**src/rtl/uart_pkg.sv**
```systemverilog
// Shared UART definitions: receiver state encodings, oversampling constants,
// and the transmitter state type that lives alongside them.
package uart_pkg;

  localparam int         OVERSAMPLE  = 16;
  localparam logic [3:0] MID_SAMPLE  = 4'd7;
  localparam logic [3:0] LAST_SAMPLE = 4'd15;

  typedef logic [2:0] rx_state_t;

  localparam rx_state_t RX_IDLE   = 3'd0;
  localparam rx_state_t RX_START  = 3'd1;
  localparam rx_state_t RX_DATA   = 3'd2;
  localparam rx_state_t RX_PARITY = 3'd3;
  localparam rx_state_t RX_STOP   = 3'd4;

  typedef enum logic [2:0] {
    TX_IDLE   = 3'd0,
    TX_START  = 3'd1,
    TX_DATA   = 3'd2,
    TX_PARITY = 3'd3,
    TX_STOP   = 3'd4
  } tx_state_t;

endpackage

```
**src/rtl/uart_sync.sv**
```systemverilog
// Multi-flop synchronizer for the asynchronous rx line; every stage
// resets to 1 so the receiver sees an idle line coming out of reset.
module uart_sync #(
  parameter int STAGES = 2
) (
  input  logic clk,
  input  logic rst,
  input  logic d,
  output logic q
);

  logic [STAGES-1:0] chain_reg;

  always_ff @(posedge clk or posedge rst) begin
    if (rst) begin
      chain_reg <= '1;
    end else begin
      chain_reg <= {chain_reg[STAGES-2:0], d};
    end
  end

  assign q = chain_reg[STAGES-1];

endmodule

```
**src/rtl/uart_receiver.sv**
```systemverilog
// UART receive stage: 16x-oversampled start/data/parity/stop recovery with
// mid-bit sampling, one-cycle valid strobe and parity/framing error flags.
module uart_receiver
  import uart_pkg::*;
#(
  parameter int DATA_W      = 8,
  parameter int SYNC_STAGES = 2
) (
  input  logic              clk,
  input  logic              rst,
  input  logic              baud_tick_16x,
  input  logic              rx,
  input  logic              parity_en,
  output logic [DATA_W-1:0] rx_data,
  output logic              rx_valid,
  output logic              parity_err,
  output logic              frame_err,
  output logic              busy
);

  localparam int SCNT_W = $clog2(OVERSAMPLE);
  localparam int BIT_W  = $clog2(DATA_W);
  localparam logic [BIT_W-1:0] LAST_BIT = BIT_W'(DATA_W - 1);

  logic              rx_s;
  logic              rx_d_reg;

  rx_state_t         state_reg,      state_next;
  logic [SCNT_W-1:0] scnt_reg,       scnt_next;
  logic [BIT_W-1:0]  bcnt_reg,       bcnt_next;
  logic [DATA_W-1:0] shift_reg,      shift_next;
  logic              par_acc_reg,    par_acc_next;
  logic              par_en_reg,     par_en_next;
  logic              par_pend_reg,   par_pend_next;
  logic [DATA_W-1:0] rx_data_reg,    rx_data_next;
  logic              rx_valid_reg,   rx_valid_next;
  logic              parity_err_reg, parity_err_next;
  logic              frame_err_reg,  frame_err_next;

  uart_sync #(
    .STAGES (SYNC_STAGES)
  ) u_sync (
    .clk (clk),
    .rst (rst),
    .d   (rx),
    .q   (rx_s)
  );

  always_comb begin
    state_next      = state_reg;
    scnt_next       = scnt_reg;
    bcnt_next       = bcnt_reg;
    shift_next      = shift_reg;
    par_acc_next    = par_acc_reg;
    par_en_next     = par_en_reg;
    par_pend_next   = par_pend_reg;
    rx_data_next    = rx_data_reg;
    rx_valid_next   = 1'b0;
    parity_err_next = parity_err_reg;
    frame_err_next  = frame_err_reg;

    case (state_reg)
      RX_IDLE: begin
        // Falling edge only: a line stuck low must go high again first.
        if (rx_d_reg && !rx_s) begin
          scnt_next  = '0;
          state_next = RX_START;
        end
      end

      RX_START: begin
        if (baud_tick_16x) begin
          if (scnt_reg == MID_SAMPLE) begin
            if (!rx_s) begin
              scnt_next     = '0;
              bcnt_next     = '0;
              par_acc_next  = 1'b0;
              par_pend_next = 1'b0;
              par_en_next   = parity_en;
              state_next    = RX_DATA;
            end else begin
              state_next = RX_IDLE;
            end
          end else begin
            scnt_next = scnt_reg + 1'b1;
          end
        end
      end

      RX_DATA: begin
        if (baud_tick_16x) begin
          scnt_next = scnt_reg + 1'b1;
          if (scnt_reg == LAST_SAMPLE) begin
            shift_next   = {rx_s, shift_reg[DATA_W-1:1]};
            bcnt_next    = bcnt_reg + 1'b1;
            par_acc_next = par_acc_reg ^ rx_s;
            if (bcnt_reg == LAST_BIT) begin
              state_next = par_en_reg ? RX_PARITY : RX_STOP;
            end
          end
        end
      end

      RX_PARITY: begin
        if (baud_tick_16x) begin
          scnt_next = scnt_reg + 1'b1;
          if (scnt_reg == LAST_SAMPLE) begin
            par_pend_next = rx_s ^ par_acc_reg;
            state_next    = RX_STOP;
          end
        end
      end

      RX_STOP: begin
        // Leave at mid stop bit so a start edge right after it is caught.
        if (baud_tick_16x) begin
          scnt_next = scnt_reg + 1'b1;
          if (scnt_reg == LAST_SAMPLE) begin
            rx_data_next    = shift_reg;
            frame_err_next  = ~rx_s;
            parity_err_next = par_pend_reg;
            rx_valid_next   = 1'b1;
            scnt_next       = '0;
            state_next      = RX_IDLE;
          end
        end
      end

      default: begin
        state_next = RX_IDLE;
      end
    endcase
  end

  always_ff @(posedge clk or posedge rst) begin
    if (rst) begin
      rx_d_reg       <= 1'b1;
      state_reg      <= RX_IDLE;
      scnt_reg       <= '0;
      bcnt_reg       <= '0;
      shift_reg      <= '0;
      par_acc_reg    <= 1'b0;
      par_en_reg     <= 1'b0;
      par_pend_reg   <= 1'b0;
      rx_data_reg    <= '0;
      rx_valid_reg   <= 1'b0;
      parity_err_reg <= 1'b0;
      frame_err_reg  <= 1'b0;
    end else begin
      rx_d_reg       <= rx_s;
      state_reg      <= state_next;
      scnt_reg       <= scnt_next;
      bcnt_reg       <= bcnt_next;
      shift_reg      <= shift_next;
      par_acc_reg    <= par_acc_next;
      par_en_reg     <= par_en_next;
      par_pend_reg   <= par_pend_next;
      rx_data_reg    <= rx_data_next;
      rx_valid_reg   <= rx_valid_next;
      parity_err_reg <= parity_err_next;
      frame_err_reg  <= frame_err_next;
    end
  end

  assign rx_data    = rx_data_reg;
  assign rx_valid   = rx_valid_reg;
  assign parity_err = parity_err_reg;
  assign frame_err  = frame_err_reg;
  assign busy       = (state_reg != RX_IDLE);

endmodule

```
**config.mk**
```make
export PLATFORM = sky130hd
export DESIGN_NAME = uart_receiver
export DESIGN_NICKNAME = d
export VERILOG_FILES = /design/src/rtl/uart_pkg.sv /design/src/rtl/uart_sync.sv /design/src/rtl/uart_receiver.sv
export SDC_FILE = /design/constraint.sdc
export NUM_CORES = 1
export LEC_CHECK = 0
export CAP_MARGIN = 20
export CORE_AREA = 2 2 73 75
export CTS_BUF_LIST = sky130_fd_sc_hd__clkbuf_2
export CTS_CLUSTER_SIZE = 28
export DETAILED_ROUTE_END_ITERATION = 12
export DIE_AREA = 0 0 75 77
export PLACE_DENSITY = 0.64
export SYNTH_ARGS = -nofsm -noshare
export SYNTH_HDL_FRONTEND = slang
export SYNTH_HIERARCHICAL = 1
export SYNTH_SLANG_ARGS = --single-unit
```
**constraint.sdc**
```tcl
create_clock -name clk -period 4.5 [get_ports clk]
set_input_delay 0.45 -clock clk [delete_from_list [all_inputs] [get_ports clk]]
set_output_delay 0.45 -clock clk [all_outputs]
set_load 0.005 [all_outputs]
```
==> results of run 1 <==
## cell type report
type | instances | area share, %
Sequential cell | 35 | 44.83
Multi-Input combinational cell | 109 | 36.73
Timing Repair Buffer | 17 | 8.546
Tap cell | 70 | 4.464
Clock inverter | 3 | 2.232
Inverter | 10 | 1.913
Clock buffer | 5 | 1.276
## through the flow
step	utilization (%)	power [mW]
after global placement	38.03	0.5446
after CTS	39.42	0.7580
after floorplan	-	0.5053
after detailed placement	38.03	0.5488
after global routing	39.42	0.7969
final	39.42	0.7465
## cells in the final DEF (no fill, tap or decap), drive strengths merged, types with 2 or more instances in the layout
cell type,Yosys,layout
dfrtp,32,32
or3b,2,2
ha,3,3
dfstp,3,3
a211oi,2,2
nand3,3,3
xnor2,3,3
clkbuf,4,5
o22ai,2,2
and3,2,2
o2bb2ai,2,2
clkdlybuf4s50,0,16
and2,2,2
inv,10,10
a22o,3,3
or3,2,2
nand2b,2,2
o21ai,8,8
nor3,2,2
nor2,6,6
a32o,2,2
clkinv,0,2
a21oi,4,4
a21boi,2,2
mux2,11,11
nand2,30,30
## worst max path at each step
stage / start / to
after CTS: state_reg[2]$_DFFE_PP0P_ / busy
after detailed placement: baud_tick_16x / rx_data[7]$_DFFE_PP0P_
after floorplan: scnt_reg[0]$_DFFE_PP0P_ / state_reg[0]$_DFFE_PP0P_
final: state_reg[2]$_DFFE_PP0P_ / busy
after global placement: baud_tick_16x / parity_err$_DFFE_PP0P_
after global routing: state_reg[2]$_DFFE_PP0P_ / busy
## kinds of logic after synthesis
kind of cell / share of synthesized area (%)
AO/OA/AOI/OAI: 14.04
XOR/XNOR: 1.560
adder cells (fa/ha/maj): 2.229
buffers and inverters: 4.978
flip-flops: 52.23
multiplexers: 8.172
AND/OR/NAND/NOR: 16.79
## synthesized netlist by cell type (3+ instances only)
cell and number:
sky130_fd_sc_hd__a21oi_1 4, sky130_fd_sc_hd__a22o_1 3, sky130_fd_sc_hd__buf_2 4, sky130_fd_sc_hd__clkbuf_1 4
sky130_fd_sc_hd__dfrtp_1 32, sky130_fd_sc_hd__dfstp_2 3, sky130_fd_sc_hd__ha_1 3, sky130_fd_sc_hd__inv_1 10
sky130_fd_sc_hd__mux2_2 10, sky130_fd_sc_hd__nand2_1 30, sky130_fd_sc_hd__nand3_1 3, sky130_fd_sc_hd__nor2_1 6
sky130_fd_sc_hd__o21ai_0 8, sky130_fd_sc_hd__xnor2_1 3
## routing by layer
layer / vias up / global-route usage [%]
li1: 603 / -
met1: 585 / 16.46
met2: 30 / 18.60
met3: 5 / 3.679
met4: 0 / 5.357
met5: - / 0
## report_power, final
| group | internal (mW) | leakage [nW] | switching, mW |
|---|---|---|---|
| Sequential | 0.336 | 0.469 | 0.0409 |
| Clock | 0.0943 | 0.0429 | 0.111 |
| Combinational | 0.0891 | 0.406 | 0.0749 |
| Total | 0.520 | 0.918 | 0.227 |
## worst reg2reg max path, stage by stage (launching register included)
cell,delay (ns)
sky130_fd_sc_hd__dfrtp_1,0.43
sky130_fd_sc_hd__ha_1,0.30
sky130_fd_sc_hd__nor4bb_1,0.17
sky130_fd_sc_hd__a2111oi_0,0.68
sky130_fd_sc_hd__o221ai_1,0.28
sky130_fd_sc_hd__o22ai_1,0.19
==> impl_metrics.py, run 1 <==
metrics = {
    "timing": {
        "worst_slew_margin_rel_pct": 51.16,
        "final_critical_path_setup_slack_ns": 2.077,
        "setup_total_negative_slack_ns": 0,
        "rsz0062_at_grt": "false",
        "final_min_period_over_clock_period_pct": 53.84,
        "hold-worst-slack_ns": 0.3749,
        "setup_viol": 0,
        "max_slew.worst_pin.slew_ns": 0.7141,
        "final_max_tran_viols": 0,
        "minimum_period_implied_by_the_final_worst_setup_slack_ns": 2.423,
        "maxClockFrequency_mhz": 412.8,
        "finalHoldViolCount": 0,
        "worst_clock_skew_ns": 0.02386,
    },
    "critical_path": {
        "timing.setup.critical_path_class": "reg2out",
        "cp_num_cells": 2,
        "critPathCaptureType": "output pin",
        "required_ns": 4.05,
        "r2r.worst_path.cells": 5,
        "critical_path.cell_chain": "or3_1 > clkdlybuf4s50_1",
        "r2r_setup_slack_ns": 2.39,
        "start_kind": "register",
        "critPathArrivalTime_ns": 1.97,
        "cp_slowest_stage_delay_ns": 0.64,
        "worst_r2r_start": "scnt_reg[0]$_DFFE_PP0P_",
        "critPathBufInv": 1,
        "cell_with_the_largest_stage_delay_on_the_worst_path": "sky130_fd_sc_hd__dfrtp_1",
        "critical_path.max_fanout": 19,
        "worst_r2r_endpoint": "scnt_reg[1]$_DFFE_PP0P_",
        "family_with_the_most_delay_on_the_worst_path": "flip-flops",
    },
    "drt": {
        "routed_wire_length_per_instance_um": 12.74,
        "detail-route-antenna-nets": 0,
        "drc": 0,
        "firstDrtPassIters": 4,
        "routed.top_layer": "met4",
        "wl_um": 3173,
        "detailroute.via_count": 1223,
        "detail_route.wirelength.met1_um": 1509,
        "first_iter_violations": 45,
        "wl_met2_um": 1468,
        "route.detailed.vias_per_inst": 4.912,
        "met3_length_um": 141,
    },
    "place": {
        "gpl.final_weighted_congestion": 0.8479,
        "placed_cells_incl_taps": 241,
        "dp_worst_setup_slack_ns": 2.145,
        "place.port_buffers": 16,
        "post_placement_cell_area_um2": 1893,
        "place.detailed.hpwl_um": 2153,
    },
    "clocking": {
        "cts_root_buffer": "sky130_fd_sc_hd__clkbuf_2",
        "cts_resized": 0,
        "clock_tree.htree_level_count": 2,
        "postCtsSetupBuffers": 0,
        "insertion_delay_ns": 0.39,
        "cts_buffers": 5,
        "clock_sink_count": 35,
        "path_clk_slew_ns": 0.20,
        "cts_hold_repair.buffers": 0,
        "clock_tree.buffer_depth": 2,
        "tritoncts": "built",
    },
    "grt": {
        "grt_max_degree": 34,
        "grtUsageTotal_pct": 12.42,
        "global_route_wire_length_before_repair_um": 5533,
        "first_global_vias": 1213,
        "globalRoute.totalOverflow": 0,
        "grt_antenna_before_repair": 0,
    },
    "die": {
        "floorplan.die.height_um": 77,
        "floorplan.rows": 26,
        "initial_core_util_pct": 33.84,
        "die-area_um2": 5775,
        "core-area_um2": 4977,
        "width_of_the_die_um": 75,
        "num_io_pins": 17,
    },
    "yosys": {
        "number_of_warning_messages_in_the_yosys_log": 6,
        "synthesis.area_um2": 1684,
        "synth_top_flop_cell": "sky130_fd_sc_hd__dfrtp_1",
        "netlist.top_cell.by_area": "sky130_fd_sc_hd__dfrtp_1",
        "synth_nets": 171,
        "postSynthRegisterBits": 35,
        "synth_edf_count": 0,
        "yosys-top-cells-area": "sky130_fd_sc_hd__dfrtp_1 48%, sky130_fd_sc_hd__mux2_2 6.7%, sky130_fd_sc_hd__nand2_1 6.7%",
        "netlist_instances": 163,
        "synth.yosys.seq_area_share_pct": 52.23,
        "avgSynthCellArea_um2": 10.33,
        "netlist-cell-type-count": 44,
        "netlist.area_leader.share_pct": 47.55,
        "asyncSetResetFlopFracSynth_pct": 100.0,
    },
    "min_path": {
        "hp-start": "u_sync/chain_reg[0]$_DFF_PP1_",
        "worstHoldEndpoint": "u_sync/chain_reg[1]$_DFF_PP1_",
        "hold_path_class": "reg2reg",
        "min_path_cells": 0,
    },
    "status": {
        "run_status": "completed",
    },
    "power": {
        "worst_ir_drop_vdd_uv": 219.4,
        "power.density_cell_area_nw_per_um2": 380.5,
        "leakage_power_nw": 0.9177,
    },
    "final_layout": {
        "fin_cells": 249,
        "final_nets": 186,
        "syn_to_final_growth_pct": 16.49,
        "postLayoutCellArea_um2": 1962,
        "multi_input_area_um2": 720.7,
        "nFillCells": 492,
        "drive_above_1_share_pct": 14.53,
        "register_area_um2": 879.6,
        "num_antenna_cells": 0,
    },
    "job": {
        "max-cap-violations": 0,
    },
}
(Power assumes the default switching activity.)
==> inputs of run 2 (changes only) <==
Settings changed: PLACE_DENSITY 0.64 to 0.66.
Clock period 4.5 ns to 2.07 ns, I/O delays scaled along.
==> run 2 against run 1 <==
  * Cell count rose by 3.2%
  * Global-route usage is essentially flat
  * Critical endpoint is now scnt_reg[1]$_DFFE_PP0P_
  * Die area unchanged
  * Hold slack worse by 0.21 ns
  * Non-clock buffer count rose by 8
  * Combinational power is 150% higher
==> impl_metrics.py, run 2 (synthesis results as in run 1) <==
metrics = {
    "drt": {
        "firstDrtPassIters": 4,
        "first_iter_violations": 88,
        "wl_um": 3153,
        "detailroute.via_count": 1254,
        "drc": 0,
        "routed_wire_length_per_instance_um": 12.27,
        "route.detailed.vias_per_inst": 4.879,
        "detail-route-antenna-nets": 0,
    },
    "clocking": {
        "clock_tree.htree_level_count": 2,
        "cts_hold_repair.buffers": 0,
        "tritoncts": "built",
        "clock_sink_count": 35,
        "path_clk_slew_ns": 0.17,
        "postCtsSetupBuffers": 0,
        "insertion_delay_ns": 0.37,
        "cts_root_buffer": "sky130_fd_sc_hd__clkbuf_2",
        "cts_buffers": 5,
        "clock_tree.buffer_depth": 2,
    },
    "critical_path": {
        "required_ns": 2.35,
        "setup.worst_path.start": "rx_d_reg$_DFF_PP1_",
        "critical_path.max_fanout": 4,
        "start_kind": "register",
        "critPathArrivalTime_ns": 2.27,
        "worst_r2r_start": "rx_d_reg$_DFF_PP1_",
        "critPathCaptureType": "register",
        "timing.setup.critical_path_class": "reg2reg",
    },
    "final_layout": {
        "drive_above_1_share_pct": 18.18,
        "syn_to_final_growth_pct": 18.42,
        "fin_cells": 257,
        "final_nets": 194,
        "num_antenna_cells": 0,
        "fin_util_pct": 40.07,
        "postLayoutCellArea_um2": 1994,
        "layout_commonest_cell": "sky130_fd_sc_hd__dfrtp_1",
        "mostFrequentLayoutCells": "32 x sky130_fd_sc_hd__dfrtp_1, 30 x sky130_fd_sc_hd__nand2_1, 15 x sky130_fd_sc_hd__clkdlybuf4s50_1",
    },
    "grt": {
        "grt_max_degree": 34,
        "grt_util_met2_pct": 17.72,
        "first_global_vias": 1185,
        "globalRoute.busiestLayer": "met2",
        "global_route.usage.met1_pct": 16.74,
        "global_route_wire_length_before_repair_um": 5451,
        "grt_met3_usage_pct": 3.548,
        "grtUsageTotal_pct": 12.43,
        "globalRoute.totalOverflow": 0,
        "grt_antenna_before_repair": 0,
    },
    "timing": {
        "final_min_period_over_clock_period_pct": 95.85,
        "worst_clock_skew_ns": 0.01851,
        "final_max_tran_viols": 0,
        "maxClockFrequency_mhz": 504.0,
        "rsz0062_at_grt": "false",
        "hold-worst-slack_ns": 0.1602,
        "worst_slew_margin_rel_pct": 67.13,
        "setup_viol": 0,
        "minimum_period_implied_by_the_final_worst_setup_slack_ns": 1.984,
        "setup_total_negative_slack_ns": 0,
        "finalHoldViolCount": 0,
        "final_critical_path_setup_slack_ns": 0.08589,
        "max_slew.worst_pin.slew_ns": 0.4886,
    },
    "die": {
        "core-area_um2": 4977,
        "floorplan.die.height_um": 77,
        "die-area_um2": 5775,
        "initial_core_util_pct": 33.84,
        "floorplan.rows": 26,
        "width_of_the_die_um": 75,
        "num_io_pins": 17,
    },
    "place": {
        "dp_worst_setup_slack_ns": 0.09233,
        "placed_cells_incl_taps": 249,
        "gpl.final_weighted_congestion": 0.8653,
        "place.detailed.hpwl_um": 2210,
        "post_placement_cell_area_um2": 1953,
        "place.port_buffers": 16,
    },
    "power": {
        "total_power_mw": 1.518,
        "worst_ir_drop_vdd_uv": 257.6,
        "power.density_cell_area_nw_per_um2": 761.1,
        "leakage_power_nw": 0.9459,
    },
    "job": {
        "max-cap-violations": 0,
    },
    "status": {
        "run_status": "completed",
    },
    "min_path": {
        "hold_path_class": "in2async",
    },
}
run 2: cell types whose count changed in the layout (fill, tap and decap cells not counted):
cell / before / now
sky130_fd_sc_hd__bufinv_16: 1 / 0
sky130_fd_sc_hd__clkbuf_2: 5 / 6
sky130_fd_sc_hd__buf_4: 1 / 9
sky130_fd_sc_hd__clkinvlp_4: 0 / 1
sky130_fd_sc_hd__clkinv_4: 1 / 0
sky130_fd_sc_hd__clkdlybuf4s50_1: 16 / 15
sky130_fd_sc_hd__dlygate4sd2_1: 0 / 1
run 2: layer usage:
layer / routed length, µm / up-vias
met1: 1588 / 604
met5: 0 / -
met2: 1382 / 24
li1: - / 620
met3: 112 / 6
met4: 70 / 0
run 2: worst max-delay path, stage by stage (launching register included):
cell	delay [ns]
sky130_fd_sc_hd__dfstp_2	0.57
sky130_fd_sc_hd__or3b_2	0.43
sky130_fd_sc_hd__a21boi_0	0.43
sky130_fd_sc_hd__o221ai_1	0.28
sky130_fd_sc_hd__o22ai_1	0.20
run 2: path summary, 6_finish.rpt:
kind / end / slack, ns / cells past startpoint
max in group asynchronous: rx_d_reg$_DFF_PP1_ / 1.51 / 3
worst min register to register: u_sync/chain_reg[1]$_DFF_PP1_ / 0.35 / 0
worst max register to register: scnt_reg[1]$_DFFE_PP0P_ / 0.09 / 4
worst min-delay path: u_sync/chain_reg[1]$_DFF_PP1_ / 0.16 / 2
worst max-delay path: scnt_reg[1]$_DFFE_PP0P_ / 0.09 / 4
min in group clk: u_sync/chain_reg[0]$_DFF_PP1_ / 0.23 / 1
run 2: area by class of cell:
type	instances	area (µm²)
timing repair buffer	25	226.5
multi-input combinational	109	720.7
clock inverter	2	12.51
sequential	35	879.6
fill	484	2983
tap	70	87.58
inverter	10	37.54
clock buffer	6	30.03
run 2: timing repair:
action                                 4_1_cts  5_1_grt
resized for setup                            1        0
setup endpoints to repair                    1        0
endpoints found under the hold margin        0        0
run 2: where the power goes:
| group | switching (mW) | internal, mW |
|---|---|---|
| Clock | 0.226 | 0.0862 |
| Sequential | 0.0723 | 0.732 |
| Combinational | 0.193 | 0.208 |
| Total | 0.492 | 1.03 |
